**config.mk**
```make
export PLATFORM = sky130hd
export DESIGN_NAME = alu_iterative
export DESIGN_NICKNAME = d
export VERILOG_FILES = /design/src/rtl/alu_iterative.sv
export SDC_FILE = /design/constraint.sdc
export NUM_CORES = 1
export LEC_CHECK = 0
export CORE_AREA = 4 4 123 173
export DETAILED_ROUTE_END_ITERATION = 10
export DIE_AREA = 0 0 127 177
export PLACE_DENSITY = 0.7
export SLEW_MARGIN = 20
export SYNTH_ARGS = -nofsm -noshare
export SYNTH_HDL_FRONTEND = slang
export SYNTH_SLANG_ARGS = --single-unit
```
**constraint.sdc**
```tcl
create_clock -name clk -period 10.2 [get_ports clk]
set_input_delay 3.06 -clock clk [delete_from_list [all_inputs] [get_ports clk]]
set_output_delay 3.06 -clock clk [all_outputs]
set_load 0.02 [all_outputs]
```
**src/rtl/alu_iterative.sv**
```systemverilog
// Execute-stage ALU with valid/ready handshakes on both sides.
// Logic, arithmetic and compare ops complete in one cycle; shifts run on a
// 1-bit-per-cycle iterative shifter, so their latency follows the shift amount.
module alu_iterative #(
    parameter int unsigned DATA_WIDTH = 32,
    parameter int unsigned SHAMT_W    = $clog2(DATA_WIDTH)
) (
    input  logic                  clk,
    input  logic                  reset,
    input  logic                  InValid,
    output logic                  InReady,
    input  logic [3:0]            Operation,
    input  logic [DATA_WIDTH-1:0] SrcA,
    input  logic [DATA_WIDTH-1:0] SrcB,
    output logic                  OutValid,
    input  logic                  OutReady,
    output logic [DATA_WIDTH-1:0] ALUResult,
    output logic                  Zero
);

    localparam logic [3:0] OP_AND = 4'b0000;
    localparam logic [3:0] OP_OR  = 4'b0001;
    localparam logic [3:0] OP_ADD = 4'b0010;
    localparam logic [3:0] OP_SUB = 4'b0011;
    localparam logic [3:0] OP_XOR = 4'b0100;
    localparam logic [3:0] OP_SRL = 4'b0101;
    localparam logic [3:0] OP_SLL = 4'b0110;
    localparam logic [3:0] OP_SRA = 4'b0111;
    localparam logic [3:0] OP_EQ  = 4'b1000;
    localparam logic [3:0] OP_SLT = 4'b1100;

    typedef enum logic [1:0] {
        ST_IDLE  = 2'd0,
        ST_SHIFT = 2'd1,
        ST_DONE  = 2'd2
    } state_t;

    state_t                r_state;
    state_t                w_next_state;
    logic [DATA_WIDTH-1:0] r_result;
    logic                  r_zero;
    logic [DATA_WIDTH-1:0] r_work;
    logic [SHAMT_W-1:0]    r_cnt;
    logic [3:0]            r_op;

    logic                  w_in_xfer;
    logic                  w_is_shift;
    logic [SHAMT_W-1:0]    w_shamt;
    logic                  w_start_shift;
    logic                  w_last_shift;
    logic [DATA_WIDTH-1:0] w_alu;
    logic [DATA_WIDTH-1:0] w_shift_next;

    assign w_in_xfer     = InValid && InReady;
    assign w_is_shift    = (Operation == OP_SRL) || (Operation == OP_SLL) || (Operation == OP_SRA);
    assign w_shamt       = SrcB[SHAMT_W-1:0];
    assign w_start_shift = w_in_xfer && w_is_shift && (w_shamt != '0);
    assign w_last_shift  = (r_state == ST_SHIFT) && (r_cnt == SHAMT_W'(1));

    // Single-cycle result; shift codes pass SrcA through (only used when shamt is 0)
    always_comb begin
        w_alu = '0;
        case (Operation)
            OP_AND:                 w_alu = SrcA & SrcB;
            OP_OR:                  w_alu = SrcA | SrcB;
            OP_ADD:                 w_alu = SrcA + SrcB;
            OP_SUB:                 w_alu = SrcA - SrcB;
            OP_XOR:                 w_alu = SrcA ^ SrcB;
            OP_SRL, OP_SLL, OP_SRA: w_alu = SrcA;
            OP_EQ:                  w_alu = DATA_WIDTH'(SrcA == SrcB);
            OP_SLT:                 w_alu = DATA_WIDTH'($signed(SrcA) < $signed(SrcB));
            default:                w_alu = '0;
        endcase
    end

    // One-bit step of the iterative shifter for the captured shift op
    always_comb begin
        w_shift_next = r_work;
        case (r_op)
            OP_SRL:  w_shift_next = {1'b0, r_work[DATA_WIDTH-1:1]};
            OP_SLL:  w_shift_next = {r_work[DATA_WIDTH-2:0], 1'b0};
            default: w_shift_next = {r_work[DATA_WIDTH-1], r_work[DATA_WIDTH-1:1]};
        endcase
    end

    // State register
    always_ff @(posedge clk) begin
        if (!reset) begin
            r_state <= ST_IDLE;
        end else begin
            r_state <= w_next_state;
        end
    end

    // Next-state logic; a DONE-state input transfer behaves like the IDLE accept
    always_comb begin
        w_next_state = r_state;
        case (r_state)
            ST_IDLE, ST_DONE: begin
                if (w_in_xfer) begin
                    w_next_state = w_start_shift ? ST_SHIFT : ST_DONE;
                end else if ((r_state == ST_DONE) && OutReady) begin
                    w_next_state = ST_IDLE;
                end
            end
            ST_SHIFT: begin
                if (w_last_shift) begin
                    w_next_state = ST_DONE;
                end
            end
            default: w_next_state = ST_IDLE;
        endcase
    end

    // Outputs; InReady is combinational so a DONE result can be replaced back-to-back
    always_comb begin
        InReady   = reset && ((r_state == ST_IDLE) || ((r_state == ST_DONE) && OutReady));
        OutValid  = (r_state == ST_DONE);
        ALUResult = r_result;
        Zero      = r_zero;
    end

    // Result, zero flag and shifter datapath
    always_ff @(posedge clk) begin
        if (!reset) begin
            r_result <= '0;
            r_zero   <= 1'b1;
            r_work   <= '0;
            r_cnt    <= '0;
            r_op     <= '0;
        end else begin
            if (w_in_xfer && !w_start_shift) begin
                r_result <= w_alu;
                r_zero   <= (w_alu == '0);
            end else if (w_last_shift) begin
                r_result <= w_shift_next;
                r_zero   <= (w_shift_next == '0);
            end

            if (w_start_shift) begin
                r_work <= SrcA;
                r_cnt  <= w_shamt;
                r_op   <= Operation;
            end else if (r_state == ST_SHIFT) begin
                r_work <= w_shift_next;
                r_cnt  <= r_cnt - SHAMT_W'(1);
            end
        end
    end

endmodule
```
Yosys cells after proc, flatten, opt, wreduce, memory -nomap -nowiden
Index checks and enable logic that the tools add are counted.
Word-level totals
  bits in registers: 76
  input port bits: 72
  output and inout port bits: 35
Cells by class
  $add $sub $neg: 3
  magnitude comparators: 1
  equality and inequality tests: 17
  muxes and demuxes: 15
  bitwise gates (word level): 3
  reduce and logical (&&, ||, !) cells: 21
Operator list (number)
  32-bit one-hot mux with 8 select lines: 1
  32-bit 2-to-1 mux: 4
  32-bit zero test: 2
  32-bit one-hot mux with 2 select lines: 1
  32-bit adder: 1
  32-bit AND: 1
  32-bit equality test: 1
  32-bit < comparator: 1
  32-bit OR: 1
  32-bit subtractor: 1
  32-bit XOR: 1
  4-bit by 3-bit equality test with 1-bit output (second input constant): 6
  5-bit 2-to-1 mux: 2
  4-bit by 2-bit equality test with 1-bit output (second input constant): 2
  4-bit equality test (second input constant): 2
  2-bit 2-to-1 mux: 4
  1-bit logical AND: 7
  5-bit by 1-bit equality test with 1-bit output (second input constant): 1
  5-bit nonzero test: 1
  5-bit by 1-bit subtractor with 5-bit output (second input constant): 1
  4-bit by 1-bit equality test with 1-bit output (second input constant): 1
  4-bit zero test: 1
  2-bit one-hot mux with 2 select lines: 1
  2-bit nonzero test: 2
  other kinds (11): 14

Longest topological paths before layout
  depth after elaboration: 10
  depth in mapped cells: 15

Least setup slack after synthesis
No wires, ideal clock.
  path kind: input-to-output
  start point: in OutReady
  end point: out InReady
  arrival time: 3.390 ns
  path slack: 3.750 ns
  cell stages on the path: 2
  path buffers: 0
  cell sequence: nor2b_4 -> nor3b_4
On the way
  cells in the longest elaborated chain, start to end: 3
RTL lines
  from (decl): RTL line 16  | input logic OutReady,
  1-bit logical AND: RTL line 117  | InReady = reset && ((r_state == ST_IDLE) || ((r_state == ST_DONE) && OutReady));
  1-bit logical OR: RTL line 117
  1-bit logical AND: RTL line 117
  to (decl): RTL line 11  | output logic InReady,
No other way between the ends.

Final worst setup path
  start point: in reset
  end point: out InReady
On the way
  cells in the longest elaborated chain, start to end: 1
RTL lines
  from (decl): RTL line 9  | input logic reset,
  1-bit logical AND: RTL line 117
No other way between the ends.

==> flow_metrics.tcl <==
set metrics [dict create \
    status "completed" \
    syn_area_um2 9540 \
    rsz0062_at_grt "no" \
    hold_end "r_op[2]" \
    fin_crit_ps 7680 \
    io-pin-count 107 \
    cp-start-kind "input port" \
    fin_ws_ps 2520 \
    overflow 0 \
    synth_compound_area_frac 0.326 \
    pwr-share-clk 0.303 \
    synth_area_leaders "dfxtp_1 (16%), ha_1 (14%), a21oi_1 (6.2%)" \
    cts.clk_slew.worst_paths_ps 60 \
    syn2layout_area_growth_pct 15.7 \
    syn_nets 1512 \
    clk_path_buf_depth 2 \
    p_per_area_nw_per_um2 103 \
    worstPathArrival_ps 4620 \
    yosysTopAreaCellShare 0.160 \
    synth.avg_cell_area_um2 7.18 \
    synth_xor_area_frac 0.00643 \
    synthSimpleGateAreaFrac 0.234 \
    crit_fanout 77 \
    setup_violations 0 \
    initial_core_util 0.484 \
    cts_max_level 3 \
    rr_worst_depth 11 \
    m1WireLength_um 14900 \
    hold_class "register to register" \
    wl_met3_um 2490 \
    critical_path_class "input port to primary output" \
    synth_top_area_cell "dfxtp_1" \
    synthFlopType "dfxtp_1" \
    pre_cts_slack_ps 2500 \
    min-delay-start "r_op[2]" \
    max_slew.worst_pin.slew_ps 1120 \
    antenna_found_initial 1 \
    syn_inst 1328 \
    finalSetupTns_ps 0 \
    port_buffers 106 \
    hold_viol_final 0 \
    synth-seq-cells 76 \
    hold_buffers 0 \
    reg2reg_slack_ps 6460 \
    rows 61 \
    r2r-start "r_state[1]" \
    synth_fa_ha_area_frac 0.149 \
    routed-wl-met2_um 18000 \
    p_comb_frac 0.414 \
    power_mw 1.14 \
    grt_pass1_wl_um 58000 \
    ys_warn_count 0 \
    grt.total_usage 0.326 \
    required_ps 7140 \
    synth_seq_area_share 0.160 \
    post-route-util 0.560 \
    r2r_end "Zero" \
    vias_per_cell 6.64 \
    grt_start_max_net_pins 78 \
    cts_resized 0 \
    core_um2 19700 \
    gp_congestion 1.01 \
    die_area_um2 22500 \
    final_net_count 1553 \
    clock-sinks 76 \
    intPower_mw 0.700 \
    ant_nets 0 \
    relSlewSlack 0.253 \
    cap_violations 0 \
    synth_cell_types 82 \
    synthTopCellsByCount "a21oi_1 (119), ha_1 (110), nor2_1 (107), inv_1 (101), nand2_1 (97)" \
    max-vdd-ir-drop_v 0.0000810 \
    cts_made_buffers 9 \
    clk_latency_ps 330 \
    p_seq_frac 0.283 \
    final_cell_area_um2 11000 \
    synth_top_family_by_area "compound AO/OA/AOI/OAI gates" \
    finalMaxSlewViolations 0 \
    synth_most_common_cell "a21oi_1" \
    top_layer "met4" \
    drc 0 \
    finalCritPeriodShare 0.752 \
    route.vias.total 10800 \
    placed_cell_area_um2 10700 \
    leakage_nw 4.41 \
    nFillCells 1909 \
    final_layout_size_suffix_gt1_frac 0.0459 \
    wl_per_cell_um 23.3 \
    wl_um 38000 \
    p_sw_frac 0.384 \
    dp_hpwl_um 28900 \
    firstDrtPassIters 6 \
    die_x_um 127 \
    synth-async-reset-ratio 0 \
    cts_tree "built" \
    dieHeight_um 177 \
    grt_pass1_vias 10400 \
    cp-end-kind "primary output" \
    root_buffer "clkbuf_16" \
    synth_edf_count 0 \
    power_switching_mw 0.437 \
    synth.mux.area_fraction 0.0486 \
    postCtsSetupRepairBufs 0 \
    whs_path_depth 1 \
    fmax_mhz 130 \
    drt_iter0_drc 1169 \
    fin_skew_ps 3.39 \
]
[worst max-delay path: stages]
cell and delay (ps):
buf_2 70, buf_4 520, nor3b_4 320, clkdlybuf4s50_1 630
[power by group through the flow]
stage / Sequential, mW / Clock, mW / Combinational, mW
detailed placement: 0.328 / 0 / 0.456
CTS: 0.322 / 0.345 / 0.459
global placement: 0.328 / 0 / 0.457
finish: 0.322 / 0.344 / 0.470
floorplan: 0.334 / 0 / 0.284
global route: 0.323 / 0.359 / 0.506
[logic make-up after synthesis]
kind of cell	Yosys count
buffers and inverters	193
muxes	46
and+or+nand+nor	435
adders and majority gates	112
AOI/OAI and AO/OA	459
xor gates and xnor gates	7
DFF	76
[worst max-delay path by stage]
stage                  from      end  slack [ps]  cells after the start
2_1_floorplan      OutReady  InReady        3750                      2
3_3_place_gp          reset  InReady        2520                      4
3_5_place_dp   Operation[0]     Zero        2500                     13
4_1_cts               reset  InReady        2510                      4
5_1_grt               reset  InReady        2410                      4
6_report              reset  InReady        2520                      4
[sequential cells by signal, indices dropped and copies added (netlist names)]
signal	cells
ALUResult	32
Zero	1
r_cnt	5
r_op	4
r_state	2
r_work	32
[area by class of cell]
cell class / instances / area [µm²] / area share
sequential: 76 / 1520 / 0.138
clock inverter: 6 / 88.8 / 0.00805
clock buffer: 10 / 229 / 0.0208
tap: 252 / 315 / 0.0286
timing repair buffer: 122 / 1180 / 0.107
inverter: 101 / 379 / 0.0344
multi-input combinational: 1059 / 7320 / 0.664
antenna: 1 / 2.50 / 0.000227
[through the flow]
step                cells  hold slack [ps]
floorplan            1328              433
global placement     1610              441
detailed placement   1610              451
CTS                  1626              466
global route         1627              510
finish               1627              462
[metal layers]
layer  vias up  global-route usage
met2       585               0.555
met3       139              0.0347
met5         -                   0
li1       4983                   -
met1      5103               0.394
met4         0               0.196
[cell usage in the layout, fill, tap and decap left out, types with 24 or more instances in the layout]
cell             instances
a21oi_1                119
ha_1                   110
clkdlybuf4s50_1        105
nor2_1                 104
inv_1                  101
nand2_1                 97
dfxtp_1                 76
nor2b_1                 62
o21ai_0                 61
mux2i_1                 44
o22ai_1                 38
nor3_1                  38
a221oi_1                30
o211ai_1                27
a211oi_1                24
Note: power is estimated with default switching activity, not from simulation.
